### src/rtl/pipeline_pkg.sv
`default_nettype none
// +--------------------------------------------------------------+
// | pipeline_pkg : shared fetch-sequencer state type and defaults |
// | Revision     : 1.0                                           |
// +--------------------------------------------------------------+
package pipeline_pkg;

   localparam int          DEF_XLEN     = 32;
   localparam logic [31:0] DEF_RESET_PC = 32'h0000_0000;

   typedef enum logic [1:0] {
      ST_BOOT  = 2'd0,
      ST_RUN   = 2'd1,
      ST_FLUSH = 2'd2,
      ST_HALT  = 2'd3
   } seq_state_t;

endpackage
`default_nettype wire

### src/rtl/sat_counter.sv
`default_nettype none
// +--------------------------------------------------------------+
// | sat_counter : enable-driven up-counter that sticks at max    |
// | Revision    : 1.0                                            |
// +--------------------------------------------------------------+
module sat_counter #(
   parameter int W = 32
) (
   input  logic         clk,
   input  logic         rst,
   input  logic         en,
   output logic [W-1:0] cnt
);

   always_ff @(posedge clk or posedge rst) begin
      if (rst) begin
         cnt <= '0;
      end else if (en && (cnt != {W{1'b1}})) begin
         cnt <= cnt + W'(1);
      end
   end

endmodule
`default_nettype wire

### src/rtl/pc_sequencer.sv
`default_nettype none
// +--------------------------------------------------------------+
// | pc_sequencer : fetch PC owner with redirect/stall/halt arb.  |
// | Revision     : 1.0                                           |
// +--------------------------------------------------------------+
module pc_sequencer
   import pipeline_pkg::*;
#(
   parameter int              XLEN         = DEF_XLEN,
   parameter logic [XLEN-1:0] RESET_PC     = XLEN'(DEF_RESET_PC),
   parameter int              FLUSH_CYCLES = 2,
   parameter int              CNT_W        = 32
) (
   input  logic             clk,
   input  logic             rst,
   input  logic             stall_req,
   input  logic             branch_taken,
   input  logic [XLEN-1:0]  branch_target,
   input  logic             imem_ready,
   input  logic             halt_req,
   output logic [XLEN-1:0]  pc,
   output logic             if_valid,
   output logic             flush_ifid,
   output logic             flush_idex,
   output logic             halted,
   output logic [CNT_W-1:0] stall_cnt,
   output logic [CNT_W-1:0] flush_cnt
);

   localparam logic [2:0] FLUSH_LD = 3'(FLUSH_CYCLES);

   seq_state_t      state;
   seq_state_t      state_nxt;
   logic [XLEN-1:0] pc_nxt;
   logic [2:0]      fcnt;
   logic [2:0]      fcnt_nxt;
   logic            stall_en;
   logic            flush_en;

   always_comb begin
      state_nxt = state;
      pc_nxt    = pc;
      fcnt_nxt  = fcnt;
      stall_en  = 1'b0;
      if_valid  = 1'b0;
      case (state)
         ST_BOOT: begin
            state_nxt = ST_RUN;
         end
         ST_RUN: begin
            if_valid = imem_ready & ~stall_req;
            if (halt_req) begin
               state_nxt = ST_HALT;
            end else if (branch_taken) begin
               pc_nxt    = branch_target;
               fcnt_nxt  = FLUSH_LD;
               state_nxt = ST_FLUSH;
            end else if (stall_req || !imem_ready) begin
               stall_en = 1'b1;
            end else begin
               pc_nxt = pc + XLEN'(1);
            end
         end
         ST_FLUSH: begin
            // A redirect arriving mid-flush restarts the bubble window.
            if (halt_req) begin
               state_nxt = ST_HALT;
            end else if (branch_taken) begin
               pc_nxt   = branch_target;
               fcnt_nxt = FLUSH_LD;
            end else if (fcnt == 3'd1) begin
               state_nxt = ST_RUN;
            end else begin
               fcnt_nxt = fcnt - 3'd1;
            end
         end
         ST_HALT: begin
            state_nxt = ST_HALT;
         end
         default: begin
            state_nxt = ST_BOOT;
         end
      endcase
   end

   assign flush_en = (state == ST_FLUSH);

   // Strobes and halted are registered from the next state so they line up with it.
   always_ff @(posedge clk or posedge rst) begin
      if (rst) begin
         state      <= ST_BOOT;
         pc         <= RESET_PC;
         fcnt       <= '0;
         flush_ifid <= 1'b0;
         flush_idex <= 1'b0;
         halted     <= 1'b0;
      end else begin
         state      <= state_nxt;
         pc         <= pc_nxt;
         fcnt       <= fcnt_nxt;
         flush_ifid <= (state_nxt == ST_FLUSH);
         flush_idex <= (state_nxt == ST_FLUSH);
         halted     <= (state_nxt == ST_HALT);
      end
   end

   sat_counter #(.W(CNT_W)) u_stall_cnt (
      .clk (clk),
      .rst (rst),
      .en  (stall_en),
      .cnt (stall_cnt)
   );

   sat_counter #(.W(CNT_W)) u_flush_cnt (
      .clk (clk),
      .rst (rst),
      .en  (flush_en),
      .cnt (flush_cnt)
   );

endmodule
`default_nettype wire
### config.mk
export PLATFORM = sky130hd
export DESIGN_NAME = pc_sequencer
export DESIGN_NICKNAME = d
export VERILOG_FILES = /design/src/rtl/pipeline_pkg.sv /design/src/rtl/sat_counter.sv /design/src/rtl/pc_sequencer.sv
export SDC_FILE = /design/constraint.sdc
export NUM_CORES = 1
export LEC_CHECK = 0
export CORE_MARGIN = 2
export CORE_UTILIZATION = 38
export DETAILED_ROUTE_END_ITERATION = 16
export SYNTH_ARGS = -nofsm -noshare
export SYNTH_HDL_FRONTEND = slang
export SYNTH_SLANG_ARGS = --single-unit
### constraint.sdc
create_clock -name clk -period 8.1 [get_ports clk]
set_input_delay 2.43 -clock clk [delete_from_list [all_inputs] [get_ports clk]]
set_output_delay 2.43 -clock clk [all_outputs]
set_load 0.01 [all_outputs]
==> Word-level counts from Yosys, hierarchy flattened <==
Index checks and enable logic that the tools add are counted.
{ "totals": {"register_bits": 103, "inputBits": 38} }
{ "classes": {"addsub": 4, "eq_ne": 14, "mux": 23, "bitwise": 2, "reduce_logical": 8} }
{ "ops": {"columns": ["op", "count"], "rows": [
  ["32-bit two-way mux", 5],
  ["32-bit by 1-bit adder with 32-bit output, second input constant", 3],
  ["32-bit inequality test, second input constant", 2],
  ["32-bit one-hot mux with 2 select lines", 1],
  ["3-bit two-way mux", 5],
  ["2-bit two-way mux", 5],
  ["5-bit AND reduction", 2],
  ["2-bit == test, second input constant", 4],
  ["2-bit inequality test, second input constant", 4],
  ["2-bit one-hot mux with 4 select lines", 1],
  ["3-bit inequality test, second input constant", 2],
  ["3-bit one-hot mux with 2 select lines", 1],
  ["1-bit two-way mux", 5],
  ["3-bit by 1-bit == test with 1-bit output, second input constant", 1],
  ["3-bit by 1-bit subtractor with 3-bit output, second input constant", 1],
  ["2-bit by 1-bit == test with 1-bit output, second input constant", 1],
  ["1-bit logical AND", 2],
  ["2-bit logical NOT", 1],
  ["2-bit nonzero test", 1],
  ["1-bit bitwise AND", 1],
  ["1-bit logical NOT", 1],
  ["1-bit logical OR", 1],
  ["1-bit inverter", 1]
]} }

==> Longest topological paths before layout <==
Gate-level depths: netlist (run 1).
{ "depth": {"ltp_word": 7, "ltp_mapped": 8, "ltp_nobuf": 7} }

==> By module <==
Synthesis (run 1) repeated with hierarchy kept, for this count alone.
{ "hier_totals": {"cells_unflattened": 577, "area_unflattened_um2": 5585.4} }
{ "by_module_without_submodules": {"columns": ["mod", "instances", "cells_per_inst", "area_per_inst_um2", "seq_area_each_um2"], "rows": [
  ["sat_counter", 2, 139, 1561.5, 800.8],
  ["pc_sequencer", 1, 299, 2462.4, 975.9]
]} }

==> Worst setup path before layout (run 1) <==
Ideal clock, no wire load.
{ "synth_timing": {"path_type": "input to output", "start": "input stall_req", "end": "output if_valid", "arrival_ps": 2745, "setup_slack_ps": 2925, "path_stages": 1, "n_path_buf": 0, "cell_sequence": "and4bb_2"} }
{ "synth_between": {"elab_chain_cells": 3} }
{ "synth_rtl": {"columns": ["item", "line", "rtl"], "rows": [
  ["start: declaration", "pc_sequencer.sv:16", "input logic stall_req,"],
  ["1-bit inverter", "pc_sequencer.sv:51", "if_valid = imem_ready & ~stall_req;"],
  ["1-bit bitwise AND", "pc_sequencer.sv:51", null],
  ["1-bit two-way mux", "pc_sequencer.sv:46", "case (state)"],
  ["end: declaration", "pc_sequencer.sv:22", "output logic if_valid,"]
]} }
Every way passes these cells.

==> Worst setup path in the final report (run 1) <==
Same ends and word-level chain as after synthesis.

==> key figures, run 1 <==
Synthesis
  – Syn_area_per_cell: between 9 and 10 µm²
  – Syn Inst Count: between 500 and 600
  – Number of distinct library cells after synthesis: between 60 and 70
  – Synth async-reset ratio: between 90% and 100%
  – Count of flip-flops with a built-in enable after synthesis: 0
  – Top FF cell, synth: dfrtp_1
  – Sequential-to-total area share from yosys stat: a little under half
  – Yosys warns: 0
  – Syn Nets: ~610
  – Mapped Area: around 5600 µm²
  – FF+latch count, synth: between 100 and 150

Floorplan
  – Initial core utilization: 38.8%
  – Top-Level Pins: 138
  – Core area: 14,500 µm²
  – Cell Rows: 44
  – DIE AREA: 15,800 µm²
  – Die W: between 100 and 150 µm
  – Die height: 126 µm

Clock network
  – H-Tree Depth: 3
  – CTS tree: built
  – CTS Buffer Depth: 2
  – Gates resized, CTS repair: 0
  – Clock Pin Slew Worst Setup and Hold Paths: around 0.070 ns
  – Later-pin clock latency in the skew report: 0.35 ns
  – TritonCTS Sinks: between 100 and 150
  – CTS Buf Count: 9
  – Cts hold-fix bufs: 0
  – Post CTS Setup Buffer Count: 0
  – CTS Root Cell: clkbuf_16

Critical path
  – Critical Path AT: roughly 3.7 ns
  – Reg2Reg Setup Slack: between 5 and 6 ns
  – Crit Path Category: in2out
  – CP peak stage delay: ~0.55 ns
  – CP Max Fanout: 3
  – Worst r2r dst: pc[26]
  – CP bufs+invs: 2
  – Critical-path cell list: clkdlybuf4s50_1 > and4bb_2 > clkdlybuf4s50_1
  – Slowest-stage cell, CP: clkdlybuf4s50_1
  – Worst Path Required: 5.67 ns
  – Reg-to-reg startpoint: state[1]
  – FF-to-FF path depth: 5
  – Largest delay share family, worst path: buffers and inverters
  – Critical path capture point type: primary output
  – Cell repeated most along the worst path: clkdlybuf4s50_1
  – Crit start category: primary input

Pwr
  – Pwr dens: roughly 160 nW/µm²
  – Worst vdd ir: 0.105 mV
  – Total power: 1.15 mW
  – Static leakage: 2.96 nW

Global route
  – GRT overflow: 0
  – First-pass GRT wire length: 25,400 µm
  – Initial antenna violation count: 0
  – GRT Total Usage: between 10% and 20%
  – Largest net degree at the start of global routing: slightly below 60
  – Vias in the first global route: 4,872

Route
  – Final WL: around 15,000 µm
  – Iter 0 DRT Violations: approximately 340
  – DRC errors left: 0
  – Router iterations before antenna repair: 4
  – Avg WL per Cell: roughly 17 µm
  – Vias: 4,973
  – Via density: about 5.6
  – Antenna viol nets, final: 0

Worst hold path
  – HP Start: u_flush_cnt.cnt[19]
  – Hold path cells: 1
  – Hold endpoint: u_flush_cnt.cnt[19]
  – Min-delay worst type: reg2reg

Cells and area
  – Share of post-route cells with drive strength above 1: 6.56%
  – Final net count: between 700 and 800
  – Most frequent cells in the layout: clkdlybuf4s50_1 (137), dfrtp_1 (103), nand2_1 (51)
  – Commonest non-fill, non-tap cell in the layout: clkdlybuf4s50_1
  – Antenna Cells: 0
  – Area Growth Syn to Fin: 31.9%

Timing
  – Period minus WS final: 6.17 ns
  – Unrepaired setup endpoints after global routing: false
  – Layout Skew: slightly above 0.009 ns
  – Max transition margin: between 20% and 30%
  – Fmax: between 150 and 200 MHz
  – Worst-Margin Slew: between 1 and 1.5 ns
  – Final Hold Viols: 0
  – Tcrit/Tclk final: 76.2%
  – Fin. max-slew vios: 0
  – Setup TNS: 0 ns
  – Final setup viols: 0

Job
  – Max Cap Viol: 0

Status
  – Outcome: finished clean

Place
  – Port Buffers: 137
  – RePlAce Congestion: around 0.89
  – DP Wirelength: between 10,000 and 15,000 µm
-- registers in the layout, summed over array words and instances, names as in the netlist --
register         flops
state                2
fcnt                 3
flush_idex           1
u_flush_cnt.cnt     32
pc                  32
halted               1
u_stall_cnt.cnt     32
-- logic make-up (layout without fill, tap and decap cells) --
logic type                 after synthesis  after routing  share of synthesized area [%]
adders and majority gates                5              5                           1.11
muxes                                    4              4                          0.758
xor gates and xnor gates                60             60                           9.36
DFF                                    103            103                           45.9
buffers and inverters                   34            166                           2.96
AOI/OAI and AO/OA                      104            104                           12.2
and+or+nand+nor                        259            259                           27.7
-- synth_stat cells, types with 4 or more instances --
cell      instances  area, µm²
xnor2_1          50        438
nor3_1           24        120
nand4_1          32        200
a311oi_1          6       52.6
o32ai_1           8       70.1
dfrtp_1         103       2580
xor2_1           10       87.6
nand2_1          51        191
a21oi_1          40        200
nor2_1           29        109
clkbuf_1          8       30.0
buf_4             5       37.5
o22ai_1           7       43.8
and4_1           14        123
and2_1            7       43.8
nand3_1          40        200
and3_1           18        113
nor4_1            4       25.0
buf_2             9       45.0
o21ai_0          20        100
inv_1            10       37.5
nor2b_1           5       31.3
or3_1             4       25.0
ha_1              5       62.6
-- per-stage QoR --
step	worst slack [ns]	cells	utilization, %	hold WS (ns)	area (µm²)
after floorplan	2.93	569	-	0.451	5610
after global placement	1.98	869	49.1	0.477	7110
after detailed placement	1.92	869	49.1	0.482	7110
after CTS	1.92	885	51.1	0.496	7400
after global routing	1.87	885	51.1	0.508	7400
final	1.93	885	51.1	0.495	7400
-- power by group --
part           total, mW  switching (mW)  internal (mW)
clock network      0.441           0.201          0.240
registers          0.573          0.0349          0.538
logic              0.139          0.0623         0.0765
total               1.15           0.298          0.855
-- how the worst max path moves through the flow --
stage               cells after the start  endpoint  startpoint  slack (ns)
floorplan                               1  if_valid   stall_req        2.93
global placement                        3  if_valid   stall_req        1.98
detailed placement                      3  if_valid   stall_req        1.92
CTS                                     3  if_valid   stall_req        1.92
global route                            3  if_valid   stall_req        1.87
finish                                  3  if_valid   stall_req        1.93
-- per-layer routing --
| metal | up-vias | part of all wire (%) | GRT usage, % |
|---|---|---|---|
| li1 | 2351 | - | - |
| met5 | - | 0 | 0 |
| met2 | 159 | 46 | 30.3 |
| met3 | 19 | 3.8 | 2.70 |
| met1 | 2444 | 48 | 27.8 |
| met4 | 0 | 2.0 | 8.95 |
-- cell type report --
class                           count  area [µm²]
Multi-Input combinational cell    432        2870
Tap cell                          184         230
Sequential cell                   103        2580
Clock buffer                       11         233
Timing Repair Buffer              140        1390
Clock inverter                      5        58.8
Inverter                           10        40.0
Fill cell                        1341        7080
-- worst register-to-register path, cell delays in order (launching register included) --
cell and delay, ns:
dfrtp_1 0.51, nor2b_1 0.57, nand2_1 0.21, a21oi_4 0.93, o21ai_0 0.26, a221oi_1 0.34
Note: power is estimated with default switching activity, not from simulation.
==> run 2, diff against run 1 <==
- clock period: 8.1 -> 6 ns (I/O delays scaled with it)
==> key figures, run 2 (synthesis results as in run 1) <==
Worst hold path
  – Min-delay worst type: reg2reg

Pwr
  – Pwr dens: 205 nW/µm²
  – Worst vdd ir: between 0.1 and 0.15 mV
  – Static leakage: around 3 nW
  – Total power: approximately 1.5 mW

Cells and area
  – Reg area: between 2000 and 3000 µm²
  – Area Growth Syn to Fin: 31.6%
  – Final std cells w/o fill: around 890
  – Most frequent cells in the layout: clkdlybuf4s50_1 (137), dfrtp_1 (103), nand2_1 (51)
  – Filler cell count: around 1,300
  – Share of post-route cells with drive strength above 1: under 10%
  – Post-route cell area: ~7400 µm²
  – Antenna Cells: 0
  – Final net count: 740
  – Area of the multi-input gates: ~2900 µm²
  – Commonest non-fill, non-tap cell in the layout: clkdlybuf4s50_1
  – Top Registers: pc x32, u_flush_cnt.cnt x32, u_stall_cnt.cnt x32
  – Final core utilization: ~51%

Clock network
  – TritonCTS Sinks: a little over 100
  – Clock Pin Slew Worst Setup and Hold Paths: ~0.060 ns
  – Gates resized, CTS repair: 0
  – CTS tree: built
  – CTS Buffer Depth: 2
  – Later-pin clock latency in the skew report: between 0.3 and 0.4 ns
  – CTS Buf Count: 9
  – Post CTS Setup Buffer Count: 0
  – H-Tree Depth: 3
  – Cts hold-fix bufs: 0
  – CTS Root Cell: clkbuf_16

Timing
  – Setup TNS: 0 ns
  – Max transition margin: between 30% and 40%
  – Tcrit/Tclk final: between 80% and 90%
  – Worst-Margin Slew: roughly 1 ns
  – Fmax: slightly above 200 MHz
  – Final setup viols: 0
  – Unrepaired setup endpoints after global routing: false
  – Fin. max-slew vios: 0
  – Layout Skew: around 0.011 ns
  – Final Hold Viols: 0
  – Period minus WS final: 4.90 ns
  – Setup ws final: approximately 1.1 ns
  – Hold Slack: just under 0.5 ns

Critical path
  – Crit path capture: if_valid
  – Critical path capture point type: primary output
  – Critical Path AT: 3.10 ns
  – Cell repeated most along the worst path: clkdlybuf4s50_1
  – Reg2Reg Setup Slack: between 3 and 4 ns
  – FF-to-FF path depth: 6
  – Slowest-stage cell, CP: clkdlybuf4s50_1
  – Worst Setup SP: stall_req
  – CP peak stage delay: approximately 0.54 ns
  – Worst Path Required: 4.20 ns
  – Worst r2r dst: pc[18]
  – Critical-path cell list: clkdlybuf4s50_1 > and4bb_2 > clkdlybuf4s50_1
  – Reg-to-reg startpoint: state[1]
  – CP Max Fanout: 3
  – Crit start category: primary input
  – Crit Path Category: in2out

Route
  – Vias: 4,995
  – Avg WL per Cell: between 15 and 20 µm
  – Final WL: 15,100 µm
  – Antenna viol nets, final: 0
  – Via density: approximately 5.6
  – Iter 0 DRT Violations: ~350
  – Router iterations before antenna repair: 5
  – DRC errors left: 0

Global route
  – First-pass GRT wire length: roughly 25,000 µm
  – Largest net degree at the start of global routing: 79
  – GRT overflow: 0
  – Initial antenna violation count: 0
  – Vias in the first global route: 4,841
  – GRT Total Usage: between 10% and 20%

Floorplan
  – DIE AREA: roughly 16,000 µm²
  – Die height: 126 µm
  – Top-Level Pins: between 100 and 150
  – Die W: around 130 µm
  – Core area: approximately 14,000 µm²
  – Initial core utilization: about 39%
  – Cell Rows: 44

Place
  – Port Buffers: ~140
  – RePlAce Congestion: between 0.8 and 0.9
  – DP Worst Slack: between 1 and 1.5 ns
  – DP Wirelength: between 10,000 and 15,000 µm
  – Area after DPL: around 7000 µm²
  – Cell Count Post-Placement: 870

Job
  – Max Cap Viol: 0

Status
  – Outcome: finished clean
-- run 2: changes by cell type in the layout (fill, tap and decap cells not counted), sizes merged --
cell,before,now
clkinvlp,2,3
buf,3,4
bufinv,1,0
clkinv,2,1
inv,10,12
clkbuf,11,9
-- run 2: power by group --
| group | internal (mW) | leakage [nW] | switching (mW) | total [mW] |
|---|---|---|---|---|
| clock | 0.281 | 0.124 | 0.273 | 0.555 |
| sequential | 0.726 | 1.38 | 0.0467 | 0.773 |
| combinational | 0.103 | 1.45 | 0.0839 | 0.187 |
-- run 2: critical path: cells and delay by family --
family,cells,cell delay (ns)
buffers and inverters,2,0.98
and+or+nand+nor,1,0.33
-- run 2: routing by layer --
layer	share of wire [%]	GRT usage, %	vias to the layer above
met3	4.4	3.98	27
met2	46	29.4	168
met4	2.5	7.78	0
met1	47	27.6	2449
met5	0	0	-
li1	-	-	2351
-- run 2: cell type report --
cell class | instances | area share, %
Multi-Input combinational cell | 432 | 38.8
Sequential cell | 103 | 34.9
Timing Repair Buffer | 141 | 19.0
Tap cell | 184 | 3.12
Clock buffer | 9 | 3.05
Clock inverter | 6 | 0.610
Inverter | 10 | 0.542
-- run 2: worst min path at each step --
stage,startpoint,endpoint,slack [ns],depth (start not counted)
floorplan,fcnt[2],fcnt[2],0.45,1
global placement,fcnt[2],fcnt[2],0.47,1
detailed placement,fcnt[2],fcnt[2],0.48,1
CTS,fcnt[2],fcnt[2],0.50,1
global route,fcnt[2],fcnt[2],0.51,1
finish,fcnt[2],fcnt[2],0.50,1
